**src/rtl/store_merge_unit.sv**
```systemverilog
// Store-side byte-lane merge: word stores go straight to memory, while halfword
// and byte stores read the containing word, splice in the narrow data and write it back.
module store_merge_unit #(
  parameter int ADDR_W = 32
) (
  input  logic              Clk,
  input  logic              Rst_n,
  input  logic              Start,
  input  logic [1:0]        StoreCtrl,
  input  logic [ADDR_W-1:0] Addr,
  input  logic [31:0]       WrData,
  output logic              Busy,
  output logic              Done,
  output logic              AlignErr,
  output logic [ADDR_W-1:0] MemAddr,
  output logic              MemRdEn,
  input  logic [31:0]       MemRdData,
  output logic              MemWrEn,
  output logic [31:0]       MemWrData
);

  typedef enum logic [2:0] {
    S_IDLE,
    S_ERR,
    S_READ,
    S_WAIT,
    S_WRITE
  } state_t;

  state_t      state;
  logic [1:0]  ctrl_q;
  logic [1:0]  lane_q;
  logic [15:0] data_q;
  logic        req_bad;
  logic [31:0] merged;

  assign req_bad = (StoreCtrl == 2'd3) ||
                   ((StoreCtrl == 2'd0) && (Addr[1:0] != 2'b00)) ||
                   ((StoreCtrl == 2'd1) && Addr[0]);

  // Only the addressed lane is replaced; every other lane keeps the value just read.
  always_comb begin
    merged = MemRdData;
    if (ctrl_q == 2'd1)
      merged[{lane_q[1], 4'b0000} +: 16] = data_q;
    else
      merged[{lane_q, 3'b000} +: 8] = data_q[7:0];
  end

  always_ff @(posedge Clk or negedge Rst_n) begin
    if (!Rst_n) begin
      state     <= S_IDLE;
      ctrl_q    <= 2'd0;
      lane_q    <= 2'd0;
      data_q    <= 16'd0;
      Busy      <= 1'b0;
      Done      <= 1'b0;
      AlignErr  <= 1'b0;
      MemAddr   <= '0;
      MemRdEn   <= 1'b0;
      MemWrEn   <= 1'b0;
      MemWrData <= 32'd0;
    end else begin
      Done     <= 1'b0;
      AlignErr <= 1'b0;
      MemRdEn  <= 1'b0;
      MemWrEn  <= 1'b0;
      case (state)
        S_IDLE: begin
          if (Start) begin
            ctrl_q  <= StoreCtrl;
            lane_q  <= Addr[1:0];
            data_q  <= WrData[15:0];
            MemAddr <= {Addr[ADDR_W-1:2], 2'b00};
            Busy    <= 1'b1;
            if (req_bad) begin
              state    <= S_ERR;
              AlignErr <= 1'b1;
            end else if (StoreCtrl == 2'd0) begin
              state     <= S_WRITE;
              MemWrEn   <= 1'b1;
              Done      <= 1'b1;
              MemWrData <= WrData;
            end else begin
              state   <= S_READ;
              MemRdEn <= 1'b1;
            end
          end
        end
        S_ERR: begin
          state   <= S_IDLE;
          Busy    <= 1'b0;
          MemAddr <= '0;
        end
        S_READ: begin
          state <= S_WAIT;
        end
        // Read data arrives one cycle after the strobe, so the merge happens here.
        S_WAIT: begin
          state     <= S_WRITE;
          MemWrData <= merged;
          MemWrEn   <= 1'b1;
          Done      <= 1'b1;
        end
        S_WRITE: begin
          state   <= S_IDLE;
          Busy    <= 1'b0;
          MemAddr <= '0;
        end
        default: begin
          state   <= S_IDLE;
          Busy    <= 1'b0;
          MemAddr <= '0;
        end
      endcase
    end
  end

endmodule

```
**config.mk**
```make
export PLATFORM = sky130hd
export DESIGN_NAME = store_merge_unit
export DESIGN_NICKNAME = d
export VERILOG_FILES = /design/src/rtl/store_merge_unit.sv
export SDC_FILE = /design/constraint.sdc
export NUM_CORES = 1
export LEC_CHECK = 0
export CAP_MARGIN = 20
export CORE_AREA = 5 5 92 94
export CTS_CLUSTER_SIZE = 20
export DETAILED_ROUTE_END_ITERATION = 12
export DIE_AREA = 0 0 97 99
export DONT_BUFFER_PORTS = 1
export HOLD_SLACK_MARGIN = 0.03
export PLACE_DENSITY = 0.77
export SYNTH_ARGS = -nofsm -noshare
export SYNTH_HDL_FRONTEND = slang
export SYNTH_SLANG_ARGS = --single-unit
```
**constraint.sdc**
```tcl
create_clock -name Clk -period 6.1 [get_ports Clk]
set_clock_uncertainty 0.2 [all_clocks]
set_input_delay 1.22 -clock Clk [delete_from_list [all_inputs] [get_ports Clk]]
set_output_delay 1.22 -clock Clk [all_outputs]
set_load 0.01 [all_outputs]
```
After elaboration in Yosys (flattened, before gate mapping)
Cells that the tools add are included. W data, S select, Z words.

Output and inout port bits: 69. Input port bits: 101. Logic and storage cells: 63. Register bits after elaboration: 91.

Bitwise logic cells: 1. Add/subtract/negate cells: 2. Shift operators: 4. Equal/unequal tests: 8. Reduce and logical (&&, ||, !) cells: 12. Mux-type cells: 26.

Operator list (number): $mux W32 (5); $pmux W32 S2 (2); $bwmux W32 (2); $shift A16 B7 Y32 const A (1); $shift A8 B7 Y32 const A (1); $shiftx A16 B7 Y32 (1); $shiftx A8 B7 Y32 (1); $neg A5 Y7 (2); $mux W1 (11); $mux W3 (3); $pmux W3 S3 (1); $eq A3 B2 Y1 const B (2); $ne A2 B2 Y1 const B (3); $eq A2 B1 Y1 const B (2); $pmux W1 S2 (2); $reduce_and A2 Y1 (2); $reduce_and A4 Y1 (1); $reduce_bool A2 Y1 (2); $logic_not A3 Y1 (1); $eq A2 B2 Y1 const B (1); $logic_and A1 B1 Y1 (2); $logic_not A2 Y1 (1); $logic_or A1 B1 Y1 (2); $reduce_or A2 Y1 (1); $not A1 Y1 (1).

Depth between registers and ports, before layout
Depth in word-level cells: 7. Mapped depth: 10. Depth with buffers taken out: 6.

Least setup slack after synthesis
Ideal clock, no wire load.

Path type: reg-to-reg. Start: reg lane_q[1]. End: reg MemWrData[0]. Slack: 3585 ps. Required time: 5818 ps. Path buffers: 3. Arrival: 2233 ps. Stages on the path, launching flop included: 10. Library setup time: 82 ps. Period minus slack after synthesis: 2515 ps. Path through: dfrtp_1 > buf_2 > buf_2 > inv_1 > ha_1 > buf_2 > nand3b_1 > o31ai_2 > a221oi_1 > a31oi_1.

Cells in the longest elaborated chain, start to end: 5. Elaborated cells between the ends (all ways): 10. Classes of those cells: 2 x add/sub; 4 x shift; 4 x mux.

RTL lines: from (decl) (RTL line 32) `logic [1:0] lane_q;`; from (signal assigned) (RTL line 72) `lane_q <= Addr[1:0];`; $neg A5 Y7, on equally long branches (RTL line 45, 47); $shiftx A16 B7 Y32, or another cell as far along (RTL line 45) `merged[{lane_q[1], 4'b0000} +: 16] = data_q;`; $bwmux W32, on equally long branches (RTL line 45, 47); $mux W32 * (RTL line 44) `if (ctrl_q == 2'd1)`; $pmux W32 S2 * (RTL line 68) `case (state)`; to (signal assigned) (RTL line 83) `MemWrData <= WrData;`; to (signal assigned) (RTL line 101) `MemWrData <= merged;`; to (decl) (RTL line 19) `output logic [31:0] MemWrData`.

Every way passes the cells marked *; elsewhere a longest branch is shown, timed or not. A chain may end at the register's enable or synchronous reset.

Worst setup path after layout
Start: reg lane_q[1]. End: reg MemWrData[17].

Same word-level chain as after synthesis.

==> out/metrics.cfg <==
[worst_hold_path]
min-delay-path-class = input port to async pin

[synth]
synth-simple-area-share_pct = 13.33
synth.cell_area_um2 = 4392
synth_top_area_share_pct = 50.71
syn_inst = 442
netlist_top_cells_area = dfrtp_1, nand2_1, mux2i_1, a22o_1, o21ai_0
synth-adder-area-share_pct = 1.425
ys_top_cells_by_count = dfrtp_1, nand2_1, o21ai_0
yosys.area_share.xor_xnor_pct = 0
synth-compound-area-share_pct = 20.74
synth_mux_area_share_pct = 8.433
synth_ff_type = dfrtp_1
synth.most_common_cell = dfrtp_1
synth_seq_cells = 89
async_flop_share_pct = 100.0
avgSynthCellArea_um2 = 9.936
synth_edf_count = 0
yosysWarnings = 0
synth_top_family_by_area = compound AO/OA/AOI/OAI gates
synth_cell_types = 37
synth_area_leader_cell = dfrtp_1
ys_seq_area_share_pct = 50.71

[timing]
maxSlewHeadroom_pct = 35.57
setup_viol = 0
worst_pin_slew_ps = 958.2
fin_crit_sh_pct = 55.95
worst_hold_slack_ps = 335.6
finalSetupTns_ps = 0
final.min_clock_period_ps = 3413
drv_slew = 0
rsz0062_at_grt = false
clock.fmax_mhz = 293.0
final-hold-violation-count = 0

[route]
drc = 0
dr.first_iter.drc_count = 183
wl_um = 11240
num_vias = 3339
vias_per_cell = 6.288
wire_per_inst_um = 21.17
postRouteAntennaNets = 0
drt-pass1-iter-count = 5

[cells_and_area]
nFillCells = 642
antenna_cells = 0
seq_area_um2 = 2227
stdcell_count = 531
design_area_um2 = 4571
area_delta_synth_final_pct = 4.074
drive_gt1_share_pct = 7.925
num-nets-final = 530
fin_util_pct = 60.40
multi_input_area_um2 = 1939

[clock_tree]
cts_tree = done
root_buffer = clkbuf_8
htreeDepth = 3
numCtsBuffers = 9
cts.sinks = 89
ctsHoldBuffers = 0
insertion_delay_ps = 370
clockBufferDepth = 2
post_cts_buffers = 0
cts_resized = 0
path_clk_slew_ps = 100

[pwr]
p_leak_nw = 2.207
ir_worst_vdd_mv = 0.3158
powerDensity_nw_per_um2 = 539.6

[setup_path]
arrival_ps = 3490
critPathLaunchType = register
critPathRequiredTime_ps = 6180
r2r_setup_slack_ps = 2690
worst-setup-path-type = register to register
rr_startpoint = lane_q[1]
crit_chain = inv_1 -> ha_1 -> nand4bb_1 -> o31ai_1 -> a221oi_1 -> a31oi_1
cp_max_fo = 22
critPathCaptureType = register
crit_slowest_cell = dfrtp_1
r2r-end = MemWrData[17]
reg2reg_depth = 6
max_stage_delay_ps = 940

[global_route]
overflow = 0
antenna_found_initial = 0
grt_pass1_vias = 3438
grt_pass1_wl_um = 18090
grt_usage_pct = 23.57
grt_max_degree = 90

[status]
status = finished, final reports clean

[die]
core_um2 = 7567
fp.dieW_um = 97
dieArea_um2 = 9603
initial_core_util_pct = 58.04
rows = 32
io_pins = 170
die_h_um = 99

[place]
gp_congestion = 0.8148
place_inst = 514
dp_hpwl_um = 7826
dpl-instance-area_um2 = 4384
portBuffers = 0

[run]
cap_violations = 0

## stage by stage
stage | total power [W] | worst slack [ps]
after floorplan | 0.001868 | 3585
after CTS | 0.002458 | 2727
final | 0.002466 | 2687
after global routing | 0.002631 | 2348
after detailed placement | 0.002092 | 2759
after global placement | 0.002047 | 2912
## cell families after synthesis
| family | after synthesis |
|---|---|
| adder cells (fa/ha/maj) | 5 |
| AND/OR/NAND/NOR | 124 |
| multiplexers | 36 |
| buffers and inverters | 52 |
| flip-flops | 89 |
| other | 1 |
| AO/OA/AOI/OAI | 135 |
## cell type report
class                           count  share of cell area (%)
Inverter                           18                   1.478
Clock buffer                       11                   2.874
Sequential cell                    89                   48.73
Clock inverter                      5                  0.8760
Tap cell                          102                   2.792
Timing Repair Buffer                4                  0.8212
Multi-Input combinational cell    302                   42.43
## worst max-delay path, delay by kind of cell (launching register included)
family	cells	cell delay, ps
buffers and inverters	1	260
AND/OR/NAND/NOR	1	170
flip-flops	1	940
adder cells (fa/ha/maj)	1	560
AO/OA/AOI/OAI	3	1200
## placed cells by master, fill, tap and decap left out, drive strengths merged, types with 8 or more instances in the layout
cell / synthesis / final
a21oi: 11 / 11
a221oi: 16 / 16
a22o: 30 / 30
a31oi: 22 / 22
clkbuf: 14 / 11
dfrtp: 89 / 89
inv: 18 / 19
mux2: 8 / 8
mux2i: 28 / 28
nand2: 87 / 87
nand3: 9 / 9
o21ai: 36 / 36
o22ai: 16 / 16
## power by group
group          switching (W)  internal [W]
sequential          0.000399      0.000868
combinational       0.000471      0.000362
clock               0.000215      0.000151
total                0.00109       0.00138
## worst max-delay path by stage
stage | slack (ps) | to | cells after the start | from
detailed placement | 2760 | MemWrData[16] | 6 | lane_q[1]
finish | 2690 | MemWrData[17] | 6 | lane_q[1]
CTS | 2730 | MemWrData[20] | 6 | lane_q[1]
global placement | 2910 | MemWrData[23] | 6 | lane_q[1]
global route | 2350 | MemWrData[23] | 6 | lane_q[1]
floorplan | 3590 | MemWrData[0] | 9 | lane_q[1]
## layer usage
layer | GRT usage (%) | part of all wire, % | routed length, um | up-vias
li1 | - | - | - | 1553
met1 | 28.79 | 40 | 4485 | 1576
met2 | 38.16 | 47 | 5244 | 193
met3 | 9.625 | 12 | 1329 | 17
met4 | 7.883 | 1.6 | 181 | 0
met5 | 0 | 0 | 0 | -
## state kept, by name, indices dropped and copies added (netlist names)
register,cells
AlignErr,1
Busy,1
MemAddr,30
MemRdEn,1
MemWrData,32
MemWrEn,1
ctrl_q,2
data_q,16
lane_q,2
state,3
Power figures use the tool's default switching activity.
